<file path="config.mk">
export PLATFORM = sky130hd
export DESIGN_NAME = reg_writeback
export DESIGN_NICKNAME = d
export VERILOG_FILES = /design/src/rtl/wb_pkg.sv /design/src/rtl/wb_queue.sv /design/src/rtl/reg_writeback.sv
export SDC_FILE = /design/constraint.sdc
export NUM_CORES = 1
export LEC_CHECK = 0
export BUFFER_PORTS_ARGS = -buffer_cell sky130_fd_sc_hd__buf_4
export CORE_MARGIN = 8
export CORE_UTILIZATION = 25
export DETAILED_ROUTE_END_ITERATION = 12
export GPL_ROUTABILITY_DRIVEN = 0
export PLACE_DENSITY_LB_ADDON = 0.15
export SLEW_MARGIN = 20
export SYNTH_ARGS = -nofsm -noshare
export SYNTH_HDL_FRONTEND = slang
export SYNTH_HIERARCHICAL = 1
export SYNTH_SLANG_ARGS = --single-unit
</file>
<file path="constraint.sdc">
create_clock -name clk -period 2.05 [get_ports clk]
set_input_delay 0.205 -clock clk [delete_from_list [all_inputs] [get_ports clk]]
set_output_delay 0.205 -clock clk [all_outputs]
set_load 0.01 [all_outputs]
</file>
<file path="src/rtl/wb_pkg.sv">
// wb_pkg: shared definitions for the register write-back stage.
//   WB_DEPTH / WB_AW / WB_DW : default queue depth, address width, data width
//   wb_entry_t               : one memory-result queue slot {live, addr, data}
//   count_width()            : width of an occupancy counter able to hold 0..depth
// Optional feature macro used by the stage: WB_ZERO_DISCARD_EN.
package wb_pkg;

    localparam int WB_DEPTH = 4;
    localparam int WB_AW    = 5;
    localparam int WB_DW    = 32;

    typedef struct packed {
        logic             live;
        logic [WB_AW-1:0] addr;
        logic [WB_DW-1:0] data;
    } wb_entry_t;

    function automatic int count_width(input int depth);
        return $clog2(depth + 1);
    endfunction

endpackage

</file>
<file path="src/rtl/wb_queue.sv">
// wb_queue: in-order circular queue of wb_entry_t for buffered memory results.
//   clk, rst_n  : clock, synchronous active-low reset (clears every slot)
//   push        : store push_entry at the tail
//   pop         : retire the head slot (its live bit is cleared as it leaves)
//   kill        : clear the live bit of every slot whose addr equals kill_addr
//   head        : current head slot
//   count       : occupancy, live and killed slots alike
//   live / addr : per-slot live flag and destination, for scoreboard decode
module wb_queue
    import wb_pkg::*;
#(
    parameter  int DEPTH = WB_DEPTH,
    localparam int PW    = $clog2(DEPTH),
    localparam int CW    = count_width(DEPTH)
) (
    input  logic                         clk,
    input  logic                         rst_n,
    input  logic                         push,
    input  wb_entry_t                    push_entry,
    input  logic                         pop,
    input  logic                         kill,
    input  logic [WB_AW-1:0]             kill_addr,
    output wb_entry_t                    head,
    output logic [CW-1:0]                count,
    output logic [DEPTH-1:0]             live,
    output logic [DEPTH-1:0][WB_AW-1:0] addr
);

    wb_entry_t       mem [DEPTH];
    logic [PW-1:0]   head_ptr;
    logic [PW-1:0]   tail_ptr;

    always_ff @(posedge clk) begin
        if (!rst_n) begin
            for (int unsigned i = 0; i < DEPTH; i++) begin
                mem[i] <= '0;
            end
            head_ptr <= '0;
            tail_ptr <= '0;
            count    <= '0;
        end else begin
            if (kill) begin
                for (int unsigned i = 0; i < DEPTH; i++) begin
                    if (mem[i].live && (mem[i].addr == kill_addr)) begin
                        mem[i].live <= 1'b0;
                    end
                end
            end
            // Clearing live on pop drops the slot out of the scoreboard at once.
            if (pop) begin
                mem[head_ptr].live <= 1'b0;
                head_ptr           <= head_ptr + PW'(1);
            end
            if (push) begin
                mem[tail_ptr] <= push_entry;
                tail_ptr      <= tail_ptr + PW'(1);
            end
            if (push && !pop) begin
                count <= count + CW'(1);
            end else if (pop && !push) begin
                count <= count - CW'(1);
            end
        end
    end

    assign head = mem[head_ptr];

    always_comb begin
        live = '0;
        addr = '0;
        for (int unsigned i = 0; i < DEPTH; i++) begin
            live[i] = mem[i].live;
            addr[i] = mem[i].addr;
        end
    end

endmodule

</file>
<file path="src/rtl/reg_writeback.sv">
// reg_writeback: write-back stage driving the register bank write port.
//   clk, rst_n                   : clock, synchronous active-low reset
//   AluValid/AluAddr/AluData     : single-cycle ALU result, written next cycle
//   MemValid/MemAddr/MemData     : memory result offer; taken when MemReady
//   MemReady                     : queue has a free slot
//   WriteAddr/Data/RegEn         : registered register-bank write port
//   Pending                      : one bit per register with a live queued load
//   Count                        : queue occupancy (live and killed slots)
// Macro WB_ZERO_DISCARD_EN: writes to register 0 are dropped on both paths.
// AW and DW must match the wb_pkg entry widths.
module reg_writeback
    import wb_pkg::*;
#(
    parameter int DEPTH = WB_DEPTH,
    parameter int AW    = WB_AW,
    parameter int DW    = WB_DW
) (
    input  logic                          clk,
    input  logic                          rst_n,
    input  logic                          AluValid,
    input  logic [AW-1:0]                 AluAddr,
    input  logic [DW-1:0]                 AluData,
    input  logic                          MemValid,
    input  logic [AW-1:0]                 MemAddr,
    input  logic [DW-1:0]                 MemData,
    output logic                          MemReady,
    output logic [AW-1:0]                 WriteAddr,
    output logic [DW-1:0]                 Data,
    output logic                          RegEn,
    output logic [(1<<AW)-1:0]            Pending,
    output logic [count_width(DEPTH)-1:0] Count
);

    localparam int CW = count_width(DEPTH);

    wb_entry_t                    push_entry;
    wb_entry_t                    head;
    logic                         push;
    logic                         pop;
    logic                         alu_write;
    logic [DEPTH-1:0]             q_live;
    logic [DEPTH-1:0][AW-1:0]     q_addr;

    assign MemReady = (Count != CW'(DEPTH));
    // ALU owns the write port whenever it is valid; the queue drains only when idle.
    assign pop      = !AluValid && (Count != '0);

`ifdef WB_ZERO_DISCARD_EN
    assign alu_write = AluValid && (AluAddr != '0);
    // r0 results still complete the handshake, they simply never enter the queue.
    assign push      = MemValid && MemReady && (MemAddr != '0);
`else
    assign alu_write = AluValid;
    assign push      = MemValid && MemReady;
`endif

    // A same-cycle ALU write to the same register is newer, so the entry arrives dead.
    always_comb begin
        push_entry      = '0;
        push_entry.live = !(AluValid && (MemAddr == AluAddr));
        push_entry.addr = MemAddr;
        push_entry.data = MemData;
    end

    wb_queue #(
        .DEPTH (DEPTH)
    ) u_queue (
        .clk        (clk),
        .rst_n      (rst_n),
        .push       (push),
        .push_entry (push_entry),
        .pop        (pop),
        .kill       (AluValid),
        .kill_addr  (AluAddr),
        .head       (head),
        .count      (Count),
        .live       (q_live),
        .addr       (q_addr)
    );

    always_ff @(posedge clk) begin
        if (!rst_n) begin
            RegEn     <= 1'b0;
            WriteAddr <= '0;
            Data      <= '0;
        end else if (AluValid) begin
            RegEn     <= alu_write;
            WriteAddr <= AluAddr;
            Data      <= AluData;
        end else if (pop) begin
            // A killed head still consumes its drain cycle, just without a write.
            RegEn     <= head.live;
            WriteAddr <= head.addr;
            Data      <= head.data;
        end else begin
            RegEn     <= 1'b0;
        end
    end

    always_comb begin
        Pending = '0;
        for (int unsigned i = 0; i < DEPTH; i++) begin
            if (q_live[i]) begin
                Pending[q_addr[i]] = 1'b1;
            end
        end
    end

endmodule

</file>
==> results of run 1 <==
==> per-stage QoR <==
stage / utilization, % / power (mW)
after floorplan: - / 7.844
after global placement: 29.59 / 9.321
after detailed placement: 29.59 / 9.344
after CTS: 32.01 / 13.01
after global routing: 32.80 / 13.64
final: 32.80 / 12.91
==> state kept, by name, summed over array words and instances, names as in the netlist, named ones only <==
name / flops
u_queue/count: 3
u_queue/tail_ptr: 2
RegEn: 1
u_queue/head_ptr: 2
Data: 32
u_queue/mem: 152
WriteAddr: 5
==> Yosys cell counts, types with 18 or more instances <==
| cell | count |
|---|---|
| o221ai_1 | 34 |
| o21ai_0 | 35 |
| nand2_1 | 56 |
| dfxtp_1 | 47 |
| mux4_2 | 38 |
| edfxtp_1 | 152 |
| a21oi_1 | 79 |
| a22oi_1 | 24 |
| nor2_1 | 18 |
| buf_4 | 28 |
| and2_2 | 20 |
| and2_1 | 136 |
| nor2b_1 | 23 |
==> kinds of logic (layout without fill, tap and decap cells) <==
| logic type | count (synthesis) | after routing | share of synthesized area (%) |
|---|---|---|---|
| fa+ha+maj | 10 | 10 | 1.286 |
| other cells | 0 | 1 | 0 |
| simple gates | 306 | 306 | 17.85 |
| flops | 199 | 199 | 53.40 |
| compound gates | 196 | 196 | 12.17 |
| buf+inv | 89 | 281 | 5.255 |
| xor+xnor | 17 | 17 | 1.444 |
| mux | 41 | 41 | 8.592 |
==> power breakdown <==
part / total (mW) / internal, mW / switching (mW) / leakage (nW)
combinational: 4.08 / 1.88 / 2.20 / 2.78
clock: 3.44 / 1.78 / 1.66 / 0.289
sequential: 5.39 / 4.97 / 0.413 / 1.98
==> worst min-delay path: stages <==
cell	delay [ns]
buf_4	0.08
o21ai_1	0.05
a21oi_1	0.10
==> repair_timing <==
item | CTS | global route
hold buffers | 6 | 0
hold endpoints to repair | 6 | 0
setup buffers | 32 | 7
cloned | 0 | 1
resized for setup | 18 | 62
pin swaps | 11 | 11
setup endpoints to repair | 32 | 33
==> layout by cell type, fill, tap and decap left out, drive strengths merged, types with 12 or more instances in the layout <==
| cell type | n |
|---|---|
| o21ai | 38 |
| o221ai | 34 |
| dfxtp | 47 |
| nand2 | 56 |
| buf | 228 |
| a21oi | 79 |
| and2 | 156 |
| mux4 | 38 |
| inv | 23 |
| a22oi | 24 |
| clkbuf | 19 |
| nor2b | 23 |
| nand2b | 12 |
| edfxtp | 152 |
| nor2 | 18 |
==> metal layers <==
metal	global-route usage [%]	part of all wire, %
met5	0	0.078
met1	18.28	45
met4	3.781	1.3
met3	3.318	4.9
met2	24.05	49
==> final cells by class <==
cell class	count	share of cell area, %
Sequential cell	199	41.27
Multi-Input combinational cell	570	34.43
Timing Repair Buffer	234	14.50
Tap cell	532	4.981
Clock buffer	19	3.389
Clock inverter	13	0.9831
Inverter	15	0.4213
Antenna cell	1	0.01872
==> path summary, 6_finish.rpt <==
kind / slack (ns) / endpoint / cells after the start
setup / recovery: -0.04 / Pending[31] / 4
hold / removal: 0.03 / Data[18] / 3
setup reg to reg: 0.08 / u_queue/count[2] / 10
hold reg to reg: 0.53 / Data[8] / 2
==> metrics.md, run 1 <==
| Metric | Value |
|---|---|
| Status | `complete, but fails checks` |
| Failing checks | `negative setup slack` |
| CTS root buf | `clkbuf_16` |
| WP data required | `1.85 ns` |
| VDD IR-drop max | `between 600 and 700 uV` |
| Syn Nets | `946` |
| Crit. End Element | `output port` |
| Worst reg2reg path startpoint | `u_queue/count[1]` |
| CP top delay family | `flip-flops` |
| Endpoints failing setup | `10` |
| Minimum clock period | `2.089 ns` |
| Post-synthesis cell area | `0.01031 sq mm` |
| Fin crit share | `101.9%` |
| RSZ-0062 raised after global routing | `yes` |
| Core Box Area | `0.04074 sq mm` |
| Hold Crit Class | `input pin to register` |
| Die Wd | `~220 um` |
| Largest net degree at the start of global routing | `45` |
| Critical path origin | `u_queue/mem[1][37]` |
| Die ar. | `0.04799 sq mm` |
| CTS tree | `built` |
| WS Path Type | `register to output port` |
| Pre-CTS WS | `0.06273 ns` |
| Buf+Inv Stages, Crit Path | `1` |
| Area grow syn2layout | `29.62%` |
| Pwr dens | `965.9 mW/mm^2` |
| Fmax | `approximately 480 MHz` |
| Cell taking the most area after synthesis | `edfxtp_1` |
| Tightest Pin Transition | `0.6050 ns` |
| Starting Density | `25.31%` |
| Async SR Flop Fraction | `0%` |
| Slew Limit Fails | `0` |
| Initial DRT Pass Iterations | `4` |
| GRT Total Usage | `14.30%` |
| DRC | `0` |
| Setup TNS | `-0.1949 ns` |
| Placed Area | `roughly 0.012 sq mm` |
| Dpl hpwl | `22790 um` |
| Fin. Hold Viols | `0` |
| EDFF count, synth | `152` |
| CP Launch Type | `register` |
| Share of layout cells above drive strength 1 | `between 30% and 40%` |
| Num CTS Buffers | `17` |
| First DRT Iteration DRCs | `497` |
| Initial antenna violation count | `4` |
| # rows | `74` |
| IO Port Bufs | `about 150` |
| Final cell count without fillers | `~1600` |
| Final layout net count | `1125` |
| Via-to-Cell Ratio | `around 4.7` |
| Clk slew on worst S/H paths | `roughly 0.07 ns` |
| Hold_sp | `AluData[18]` |
| First-pass GRT wire length | `51330 um` |
| Slowest cell on the critical path | `edfxtp_1` |
| Die Y | `approximately 220 um` |
| Crit-path max cell delay | `roughly 0.52 ns` |
| Multi-input gate area | `0.004602 sq mm` |
| Top-area cell type share of the netlist area | `44.27%` |
| Max Buffers Root-to-Sink | `2` |
| Worst Path Max Fanout | `8` |
| Sequential-to-total area share from yosys stat | `53.40%` |
| Filler cell count | `4129` |
| Total congestion overflow | `0` |
| Most common flop cell mapped by yosys | `edfxtp_1` |
| Synth Instances | `~860` |
| Worst Clk Skew | `0.01323 ns` |
| Ordered list of cells on the worst path | `and4_2 > a32oi_1 > o221ai_1 > buf_4` |
| Clk_lat worst skew | `around 0.45 ns` |
| Design area | `0.01336 sq mm` |
| Max-slew headroom | `59.67%` |
| Max Cap Violations | `0` |
| H-tree levels | `4` |
| Dpl cells | `1504` |
| Crit path DAT | `approximately 1.9 ns` |
| Hold slack | `between 0.02 and 0.03 ns` |
| Ports | `152` |
| Vias in the first global route | `7890` |
| Antenna viol nets, final | `0` |
| Synth Register Bits | `199` |
| Yosys warns | `6` |
| Cell variety after synth | `51` |
| Clock Sinks | `199` |
| Post-route setup slack | `-0.03867 ns` |
| Via count | `approximately 7500` |
| Final WL | `34600 um` |
| Avg Cell Area, Syn | `around 12 sq um` |
| Synth area leaders | `edfxtp_1, dfxtp_1, mux4_2` |
| Routed WL per cell | `21.86 um` |
| Pleak | `around 5 nW` |
| Reg area | `0.005515 sq mm` |
(Power assumes the default switching activity.)
==> inputs of run 2 (changes only) <==
--- a/config.mk
+++ b/config.mk
@@ -7,7 +7,7 @@
 export LEC_CHECK = 0
 export BUFFER_PORTS_ARGS = -buffer_cell sky130_fd_sc_hd__buf_4
 export CORE_MARGIN = 8
-export CORE_UTILIZATION = 25
+export CORE_UTILIZATION = 58
 export DETAILED_ROUTE_END_ITERATION = 12
 export GPL_ROUTABILITY_DRIVEN = 0
 export PLACE_DENSITY_LB_ADDON = 0.15
==> constraint.sdc (replaced) <==
create_clock -name clk -period 1.97 [get_ports clk]
set_input_delay 0.197 -clock clk [delete_from_list [all_inputs] [get_ports clk]]
set_output_delay 0.197 -clock clk [all_outputs]
set_load 0.01 [all_outputs]
==> metrics.md, run 2 (synthesized netlist as in run 1, its figures left out) <==
| Metric | Value |
|---|---|
| ANT cells | `0 (-1)` |
| Hold Crit Class | `input pin to register` |
| Biggest regs | `u_queue/mem x152, Data x32, WriteAddr x5` |
| Total congestion overflow | `0 (unchanged)` |
| Largest net degree at the start of global routing | `39 (-13%)` |
| Reg with most FFs | `u_queue/mem` |
| Crit path DAT | `1.88 ns (about the same)` |
| GRT busiest layer | `met2` |
| Met2 GRT Util | `41.63% (+18 points)` |
| Antenna viol nets, final | `0 (unchanged)` |
| Vias in the first global route | `7805 (-1.1%)` |
| Pwr dens | `1009 mW/mm^2 (+4.4%)` |
| Final WL | `27960 um (-19%)` |
| Worst reg2reg path startpoint | `u_queue/count[2]` |
| RSZ-0062 raised after global routing | `yes` |
| M3 GR Usage | `6.584% (+3.3 points)` |
| Ordered list of cells on the worst path | `and4b_1 > a22oi_1 > o221ai_2 > buf_4` |
| Minimum clock period | `2.072 ns` |
| Initial DRT Pass Iterations | `7 (+3)` |
| Die Wd | `149.3 um (-32%)` |
| Worst Clk Skew | `0.01487 ns (+0.001642 ns)` |
| Hold path depth | `3 (unchanged)` |
| Clk slew on worst S/H paths | `0.07 ns (about the same)` |
| Worst Hold End | `Data[18]` |
| WP data required | `1.77 ns (-0.08 ns)` |
| Fmax | `482.6 MHz` |
| Max Buffers Root-to-Sink | `2 (unchanged)` |
| Pleak | `4.989 nW (-1.2%)` |
| H-tree levels | `4 (unchanged)` |
| First DRT Iteration DRCs | `827 (+66%)` |
| Die ar. | `0.02230 sq mm (-54%)` |
| Core Util, Final | `73.93% (+41 points)` |
| Filler cell count | `1147 (-72%)` |
| Tightest Pin Transition | `0.5303 ns (-0.07463 ns)` |
| Slowest cell on the critical path | `edfxtp_1` |
| Area grow syn2layout | `24.45%` |
| CTS tree | `built` |
| Slew Limit Fails | `0 (unchanged)` |
| Crit-path max cell delay | `0.55 ns (+0.03 ns)` |
| Starting Density | `59.40% (+34 points)` |
| Flop2flop setup slack | `0.02 ns (-0.06 ns)` |
| Most common cell after layout, fill and taps aside | `buf_4` |
| Hold_sp | `AluData[18]` |
| DRC | `0 (unchanged)` |
| GRT Total Usage | `24.56% (+10 points)` |
| WS Path Type | `register to output port` |
| # rows | `48 (-35%)` |
| Commonest non-fill, non-tap cells in the layout | `buf_4, edfxtp_1, and2_1, a21oi_1, nand2_1` |
| Final layout net count | `1115 (-0.89%)` |
| Routed WL per cell | `22.10 um (+1.1%)` |
| Ports | `152 (unchanged)` |
| Hold slack | `0.01920 ns (-0.006182 ns)` |
| VDD IR-drop max | `829.1 uV (+27%)` |
| CTS root buf | `clkbuf_16` |
| Fin crit share | `105.2%` |
| Max Cap Violations | `0 (unchanged)` |
| Max-slew headroom | `64.64% (+5.0 points)` |
| Die Y | `149.3 um (-32%)` |
| IO Port Bufs | `151 (unchanged)` |
| Met1 Usage GRT | `30.05% (+12 points)` |
| Fin. Hold Viols | `0 (unchanged)` |
| Clk_lat worst skew | `0.43 ns (-0.02 ns)` |
| Clock Sinks | `199 (unchanged)` |
| Status | `complete, but fails checks` |
| Worst Path Max Fanout | `8 (unchanged)` |
| Buf+Inv Stages, Crit Path | `1 (unchanged)` |
| Initial antenna violation count | `0 (-4)` |
| Pre-CTS WS | `-0.05867 ns (-0.1214 ns)` |
| Setup TNS | `-1.116 ns (-0.9214 ns)` |
| Multi-input gate area | `0.004632 sq mm (+0.65%)` |
| CP top delay family | `flip-flops` |
| Failing checks | `negative setup slack` |
| Reg2reg path depth | `9 (-1)` |
| Num CTS Buffers | `17 (unchanged)` |
| Post-route setup slack | `-0.1021 ns (-0.06346 ns)` |
| Reg area | `0.005510 sq mm (about the same)` |
| Dpl hpwl | `17460 um (-23%)` |
| Share of layout cells above drive strength 1 | `38.65% (about the same)` |
| Max FFs per register | `152 (unchanged)` |
| Via count | `7778 (+4.2%)` |
| Via-to-Cell Ratio | `6.149 (+30%)` |
| Endpoints failing setup | `25 (+15)` |
| First-pass GRT wire length | `42580 um (-17%)` |
| Core Box Area | `0.01736 sq mm (-57%)` |
| Crit. End Element | `output port` |
| CP Launch Type | `register` |
| Reg2Reg Capture Point | `u_queue/count[2]` |
## run 2: cell count changes in the layout (fill, tap and decap cells not counted), sizes merged, moves of 2 or more
cell         previous run  this run
dlygate4sd3             6         0
buf                   228       224
clkinv                  3         6
inv                    23        21
## run 2: per-layer routing
metal	part of all wire [%]	wire (um)	up-vias
met3	9.4	2624	80
met1	38	10630	3762
met4	2.9	801	0
li1	-	-	3513
met5	0	0	-
met2	50	13900	423
## run 2: layout make-up
cell class                 instances  area share (%)
sequential                       199           42.94
multi-input combinational        570           36.10
timing repair buffer             224           13.89
clock buffer                      20           3.569
tap                              225           2.194
clock inverter                    12          0.8679
inverter                          15          0.4388
## run 2: worst reg2reg max path, delay by kind of cell (launching register included)
family,cells,cell delay (ns)
adders and majority gates,2,0.50
DFF,1,0.37
buffers and inverters,2,0.10
xor gates and xnor gates,1,0.18
AOI/OAI and AO/OA,1,0.13
and+or+nand+nor,3,0.60
## run 2: how the worst max path moves through the flow
stage / from / cells after the start / endpoint
floorplan: u_queue/count[2] / 11 / u_queue/count[2]
global placement: u_queue/count[1] / 10 / u_queue/count[2]
detailed placement: u_queue/count[1] / 10 / u_queue/count[2]
CTS: u_queue/mem[3][34] / 4 / Pending[20]
global route: u_queue/mem[2][35] / 5 / Pending[23]
finish: u_queue/mem[1][36] / 4 / Pending[25]
## run 2: repair_timing
action / 4_1_cts / 5_1_grt
setup buffers: 28 / 11
endpoints found under the setup margin: 33 / 109
pin swaps: 13 / 24
hold buffers: 0 / 0
hold endpoints to repair: 0 / 0
resized for setup: 23 / 62
## run 2: through the flow
stage / instances / instance area (sq um) / total power [mW]
6_report: 1265 / 12830 / 12.94
5_1_grt: 1265 / 12830 / 13.51
4_1_cts: 1254 / 12480 / 12.83
3_5_place_dp: 1194 / 11610 / 9.356
3_3_place_gp: 1194 / 11610 / 9.281
2_1_floorplan: 858 / 10340 / 8.172
## run 2: power by group
part	leakage, nW	internal, mW	switching (mW)	total (mW)
registers	1.98	5.17	0.337	5.51
clock network	0.284	1.74	1.61	3.36
logic	2.72	1.87	2.21	4.08
